### src/rtl/lif_neuron_array.sv
// Time-multiplexed array of leaky integrate-and-fire neurons sharing one update datapath.
// Synaptic events integrate in IDLE; a timestep tick triggers a one-neuron-per-cycle leak sweep.
module lif_neuron_array #(
    parameter int NUM_NEURONS     = 16,
    parameter int ID_WIDTH        = 4,
    parameter int DATA_WIDTH      = 16,
    parameter int WEIGHT_WIDTH    = 8,
    parameter int THRESHOLD_WIDTH = 16,
    parameter int LEAK_WIDTH      = 8,
    parameter int REFRAC_WIDTH    = 8,
    parameter int FIFO_DEPTH      = 4
) (
    input  logic                       clk,
    input  logic                       rst,
    input  logic                       enable,
    input  logic                       syn_valid,
    output logic                       syn_ready,
    input  logic [ID_WIDTH-1:0]        syn_neuron_id,
    input  logic [WEIGHT_WIDTH-1:0]    syn_weight,
    input  logic                       syn_excitatory,
    input  logic                       timestep_tick,
    input  logic [THRESHOLD_WIDTH-1:0] threshold,
    input  logic [LEAK_WIDTH-1:0]      leak_rate,
    input  logic                       leak_mode,
    input  logic [REFRAC_WIDTH-1:0]    refractory_period,
    input  logic                       reset_potential_en,
    input  logic [DATA_WIDTH-1:0]      reset_potential,
    output logic                       spike_valid,
    input  logic                       spike_ready,
    output logic [ID_WIDTH-1:0]        spike_neuron_id,
    output logic                       busy,
    output logic [31:0]                spike_count,
    output logic                       fifo_overflow,
    input  logic [ID_WIDTH-1:0]        mon_neuron_id,
    output logic [DATA_WIDTH-1:0]      mon_membrane,
    output logic [REFRAC_WIDTH-1:0]    mon_refrac
);

    localparam int PTR_W = $clog2(FIFO_DEPTH);
    localparam logic [ID_WIDTH-1:0] LAST_IDX = ID_WIDTH'(NUM_NEURONS - 1);

    typedef enum logic [0:0] {IDLE, SWEEP} state_t;

    state_t                  state, state_next;
    logic                    tick_pending;
    logic                    sweep_start;
    logic [ID_WIDTH-1:0]     idx;

    logic [DATA_WIDTH-1:0]   v [NUM_NEURONS];
    logic [REFRAC_WIDTH-1:0] r [NUM_NEURONS];

    logic                    accept;
    logic [ID_WIDTH-1:0]     tgt;
    logic                    tgt_in_range;
    logic [DATA_WIDTH-1:0]   cur_v;
    logic [REFRAC_WIDTH-1:0] cur_r;
    logic [DATA_WIDTH-1:0]   w_ext, leak_ext, thr_ext;
    logic [DATA_WIDTH:0]     sum_ext;
    logic [DATA_WIDTH-1:0]   integrated;
    logic                    wr_en;
    logic [DATA_WIDTH-1:0]   wr_v;
    logic [REFRAC_WIDTH-1:0] wr_r;
    logic                    spike;

    logic [ID_WIDTH-1:0]     fifo_mem [FIFO_DEPTH];
    logic [PTR_W-1:0]        wr_ptr, rd_ptr;
    logic [PTR_W:0]          fifo_cnt;
    logic                    fifo_full, pop, push_ok;

    // ---------------- control FSM ----------------
    always_comb begin
        state_next  = state;
        sweep_start = 1'b0;
        case (state)
            IDLE: begin
                if (enable && tick_pending) begin
                    state_next  = SWEEP;
                    sweep_start = 1'b1;
                end
            end
            SWEEP: begin
                if (idx == LAST_IDX) state_next = IDLE;
            end
            default: state_next = IDLE;
        endcase
    end

    always_ff @(posedge clk or posedge rst) begin
        if (rst) begin
            state        <= IDLE;
            tick_pending <= 1'b0;
            idx          <= '0;
        end else begin
            state        <= state_next;
            // A tick arriving on the sweep-entry cycle must stay pending for the next sweep.
            tick_pending <= timestep_tick | (tick_pending & ~sweep_start);
            if (sweep_start)
                idx <= '0;
            else if (state == SWEEP)
                idx <= idx + 1'b1;
        end
    end

    assign syn_ready = ~rst & (state == IDLE) & enable & ~tick_pending & ~timestep_tick;
    assign busy      = tick_pending | (state == SWEEP);
    assign accept    = syn_valid & syn_ready;

    // ---------------- shared neuron datapath ----------------
    assign tgt          = (state == SWEEP) ? idx : syn_neuron_id;
    assign tgt_in_range = 32'(tgt) < 32'(NUM_NEURONS);
    assign cur_v        = tgt_in_range ? v[tgt] : '0;
    assign cur_r        = tgt_in_range ? r[tgt] : '0;
    assign w_ext        = DATA_WIDTH'(syn_weight);
    assign leak_ext     = DATA_WIDTH'(leak_rate);
    assign thr_ext      = DATA_WIDTH'(threshold);
    assign sum_ext      = {1'b0, cur_v} + {1'b0, w_ext};

    always_comb begin
        if (syn_excitatory)
            integrated = sum_ext[DATA_WIDTH] ? '1 : sum_ext[DATA_WIDTH-1:0];
        else
            integrated = (cur_v < w_ext) ? '0 : cur_v - w_ext;
    end

    always_comb begin
        wr_en = 1'b0;
        wr_v  = cur_v;
        wr_r  = cur_r;
        spike = 1'b0;
        if (state == SWEEP) begin
            wr_en = 1'b1;
            if (cur_r != '0)
                wr_r = cur_r - 1'b1;
            else if (!leak_mode)
                wr_v = (cur_v < leak_ext) ? '0 : cur_v - leak_ext;
            else
                wr_v = cur_v - (cur_v >> leak_rate[3:0]);
        end else if (accept && tgt_in_range && cur_r == '0) begin
            wr_en = 1'b1;
            wr_v  = integrated;
            if (integrated >= thr_ext) begin
                spike = 1'b1;
                wr_v  = reset_potential_en ? reset_potential : '0;
                wr_r  = refractory_period;
            end
        end
    end

    always_ff @(posedge clk or posedge rst) begin
        if (rst) begin
            for (int unsigned i = 0; i < NUM_NEURONS; i++) begin
                v[i] <= '0;
                r[i] <= '0;
            end
        end else if (wr_en) begin
            for (int unsigned i = 0; i < NUM_NEURONS; i++) begin
                if (32'(tgt) == i) begin
                    v[i] <= wr_v;
                    r[i] <= wr_r;
                end
            end
        end
    end

    // ---------------- output spike FIFO ----------------
    assign spike_valid     = (fifo_cnt != '0);
    assign spike_neuron_id = fifo_mem[rd_ptr];
    assign fifo_full       = (fifo_cnt == (PTR_W+1)'(FIFO_DEPTH));
    assign pop             = spike_valid & spike_ready;
    assign push_ok         = spike & (~fifo_full | pop);

    always_ff @(posedge clk or posedge rst) begin
        if (rst) begin
            for (int unsigned i = 0; i < FIFO_DEPTH; i++) fifo_mem[i] <= '0;
            wr_ptr        <= '0;
            rd_ptr        <= '0;
            fifo_cnt      <= '0;
            fifo_overflow <= 1'b0;
            spike_count   <= '0;
        end else begin
            if (push_ok) begin
                fifo_mem[wr_ptr] <= tgt;
                wr_ptr           <= wr_ptr + 1'b1;
            end
            if (pop) rd_ptr <= rd_ptr + 1'b1;
            case ({push_ok, pop})
                2'b10:   fifo_cnt <= fifo_cnt + 1'b1;
                2'b01:   fifo_cnt <= fifo_cnt - 1'b1;
                default: fifo_cnt <= fifo_cnt;
            endcase
            if (spike & fifo_full & ~pop) fifo_overflow <= 1'b1;
            if (spike) spike_count <= spike_count + 32'd1;
        end
    end

    // ---------------- monitor readback ----------------
    always_ff @(posedge clk or posedge rst) begin
        if (rst) begin
            mon_membrane <= '0;
            mon_refrac   <= '0;
        end else if (32'(mon_neuron_id) < 32'(NUM_NEURONS)) begin
            mon_membrane <= v[mon_neuron_id];
            mon_refrac   <= r[mon_neuron_id];
        end else begin
            mon_membrane <= '0;
            mon_refrac   <= '0;
        end
    end

endmodule

### config.mk
export PLATFORM = sky130hd
export DESIGN_NAME = lif_neuron_array
export DESIGN_NICKNAME = d
export VERILOG_FILES = /design/src/rtl/lif_neuron_array.sv
export SDC_FILE = /design/constraint.sdc
export NUM_CORES = 1
export LEC_CHECK = 0
export ABC_AREA = 1
export BUFFER_PORTS_ARGS = -buffer_cell sky130_fd_sc_hd__buf_2
export CAP_MARGIN = 20
export CORE_MARGIN = 10
export CORE_UTILIZATION = 35
export CTS_BUF_LIST = sky130_fd_sc_hd__clkbuf_2
export CTS_CLUSTER_DIAMETER = 200
export DETAILED_ROUTE_END_ITERATION = 6
export GPL_ROUTABILITY_DRIVEN = 1
export GPL_TIMING_DRIVEN = 0
export PLACE_DENSITY_LB_ADDON = 0.15
export SYNTH_ARGS = -nofsm -noshare
export SYNTH_HDL_FRONTEND = slang
export SYNTH_SLANG_ARGS = --single-unit
### constraint.sdc
create_clock -name clk -period 12.5 [get_ports clk]
set_input_delay 0.625 -clock clk [delete_from_list [all_inputs] [get_ports clk]]
set_output_delay 0.625 -clock clk [all_outputs]
set_load 0.1 [all_outputs]
==> summary.txt <==
Timing
  – Worst Skew: 0.121 ns
  – Worst slew pin tran: 1.35 ns
  – Hold Fails Final Rpt: 0
  – Fmax: about 0.1 GHz
  – Fin crit period: ~10 ns
  – Setup TNS: 0 ns
  – WHS: 0.0919 ns
  – Final Cycle Share: 0.797
  – RSZ-0062 raised after global routing: no
  – Slew HR: 0.101
  – Final setup fails: 0
  – Max Transition Viols Final: 0

Floorplan
  – I/O Pins: 137
  – Initial core utilization: 0.353
  – Core Region: 85300 sq um
  – Rows: 107
  – Die Ht: 313 um
  – Die ar.: about 98000 sq um
  – DIE WIDTH: 313 um

Final layout
  – Commonest cells after routing, fill and taps aside: 1899 x nand2_1, 470 x dfrtp_1, 309 x o21ai_0
  – Fillers: around 9300
  – Layout cells sized above 1: 0.124
  – Final Cell Area: 34400 sq um
  – Area growth, synth to finish: 14.4%
  – Commonest non-fill, non-tap cell in the layout: nand2_1
  – Nets: a little under 5000

Routing
  – Routed Antenna Nets: 0
  – Wirelength per Cell: around 25 um
  – Pre-antenna DRT Iters: 7
  – Drt total wl: 149000 um
  – DR vias/cell: between 5 and 6
  – DR iter-0 viols: ~4500
  – Drt drc: 1
  – Vias after detailed routing: 32600

Placed design
  – DP Area: 32700 sq um
  – Number of I/O port buffers: 132
  – DP HPWL: 105000 um
  – Global placement routability congestion: 0.981

Synth
  – Mapped cell area: 30100 sq um
  – Ys async rst share: 1.00
  – EDFF count, synth: 0
  – Yosys cell types: 50
  – Seq cells post-synth: 470
  – Syn nets: 4508
  – Main synth FF type: dfrtp_1
  – Sequential area share after synthesis: 0.391
  – Syn. warnings: 0
  – Cell count after synthesis: 4367
  – Avg Synthesized Cell Area: 6.89 sq um

Status
  – Status: complete, but fails checks
  – Failing checks: DRC

Setup path
  – Crit-path max FO: 10
  – Slowest cell on the critical path: o21ai_1
  – Worst stage delay on the critical path: 0.84 ns
  – Reg2Reg Depth: 35
  – WP data arrival: between 10 and 15 ns
  – WS Path Type: flop to flop
  – Start point of the critical path: state$_DFF_PP0_
  – CP most frequent cell: nand2_1
  – Worst R2R Start: state$_DFF_PP0_
  – FF-to-FF setup slack: 2.54 ns
  – CP startpoint kind: flop
  – FF-to-FF End: r[70]$_DFFE_PP0P_
  – Critical path endpoint category: flop
  – Crit path required time: 13.83 ns
  – Setup crit end: r[70]$_DFFE_PP0P_

Global route
  – Initial antenna violation count: 6
  – Vias in the first global route: 30400
  – Total global routing overflow: 0
  – Pin count of the biggest net entering global routing: 41
  – Total GRT Usage: 0.295
  – Global-route wire length before repair: ~210000 um

Clocking
  – CTS buffer count: 140
  – TritonCTS clock tree: built
  – TritonCTS Sinks: 470
  – Worst skew pair latency: about 1.4 ns
  – CTS Buffer Depth: 3
  – Root Buffer Master: clkbuf_2
  – Clk pin slew, worst setup/hold paths: roughly 0.1 ns
  – Post-CTS setup buffers: 0
  – Htree depth: 4

Worst hold path
  – Worst hold path type: input pin to flop

Run
  – Max Cap Viol: 0
[per-layer routing]
layer  track usage  wire length (um)
met4         0.157              8380
met5             0                 0
met1         0.385             60800
met2         0.444             64000
met3        0.0769             16000
[cells in the mapped netlist (5+ instances only)]
library cell     n  share of area
nand2_1       1899           0.24
dfrtp_1        470           0.39
o21ai_0        309          0.051
inv_1          299          0.037
a21oi_1        196          0.033
nand3_1        186          0.031
nor2_1         163          0.020
clkbuf_1       125          0.016
o211ai_1        81          0.020
o22ai_1         78          0.016
buf_2           72          0.012
mux2i_1         69          0.023
ha_1            63          0.026
xor2_1          54          0.016
o21ai_1         33         0.0055
inv_2           29         0.0036
buf_1           27         0.0034
buf_4           27         0.0067
nand4_1         27         0.0056
nor2_4          20         0.0075
xnor2_1         17         0.0049
nor3_1          15         0.0025
nand3_2         14         0.0047
nor2_2          10         0.0021
a22oi_1          9         0.0022
nand2_2          9         0.0019
a31oi_1          5         0.0010
clkinv_1         5        0.00062
fa_1             5         0.0033
nand2_4          5         0.0019
nand3b_1         5         0.0012
nor4_1           5         0.0010
o21bai_1         5         0.0012
o221ai_1         5         0.0015
[stage by stage]
step                setup slack (ns)  utilization  std cells
global route                    1.86        0.403       5968
detailed placement              2.62        0.383       5671
floorplan                       2.60            -       4367
global placement               -2.21        0.377       5643
finish                          2.54        0.403       5969
CTS                             2.68        0.402       5953
[cell type report]
class	instances	area (sq um)	area share
inverters	334	1260	0.0366
flip-flops and latches	470	11800	0.342
multi-input cells	3309	15900	0.462
clock buffers	210	1050	0.0305
clock inverters	36	224	0.00651
repair buffers	202	1590	0.0461
plain buffers	254	1170	0.0340
diodes	10	25.0	0.000727
well taps	1144	1430	0.0416
[timing repair]
action,in CTS,in global routing
hold buffers,36,0
gates resized for setup,0,0
hold endpoints to repair,323,0
[cells by family after synthesis]
family          count (synthesis)  share of synthesized area
flops                         470                      0.391
xor+xnor                       71                     0.0207
mux                            69                     0.0230
fa+ha+maj                      68                     0.0295
compound gates                733                      0.135
simple gates                 2368                      0.320
buf+inv                       588                     0.0806
[worst min path at each step]
stage,start,to,slack [ns],cells past startpoint
after global routing,reset_potential[5],v[181]$_DFFE_PP0P_,-0.009,7
after global placement,fifo_overflow$_DFFE_PP0P_,fifo_overflow$_DFFE_PP0P_,0.46,1
after CTS,reset_potential[5],v[181]$_DFFE_PP0P_,0.01,7
after floorplan,v[111]$_DFFE_PP0P_,v[111]$_DFFE_PP0P_,0.45,2
final,reset_potential[5],v[133]$_DFFE_PP0P_,0.09,7
after detailed placement,v[27]$_DFFE_PP0P_,v[27]$_DFFE_PP0P_,0.46,2
[critical path: cells and delay by family, from the launching register on]
family                   cells  cell delay [ns]
flip-flops                   1             0.48
AO/OA/AOI/OAI                9             2.60
buffers and inverters        9             3.15
AND/OR/NAND/NOR             15             3.06
adder cells (fa/ha/maj)      2             0.60
[sequential cells by signal, summed over array words and instances, names as in the netlist]
| name | flops |
|---|---|
| fifo_cnt | 3 |
| fifo_mem | 16 |
| fifo_overflow | 1 |
| idx | 4 |
| mon_membrane | 16 |
| mon_refrac | 8 |
| r | 128 |
| rd_ptr | 2 |
| spike_count | 32 |
| state | 1 |
| tick_pending | 1 |
| v | 256 |
| wr_ptr | 2 |
Power is not shown: default switching activity piles up to over one toggle a cycle in this logic, so the estimate is an artifact.
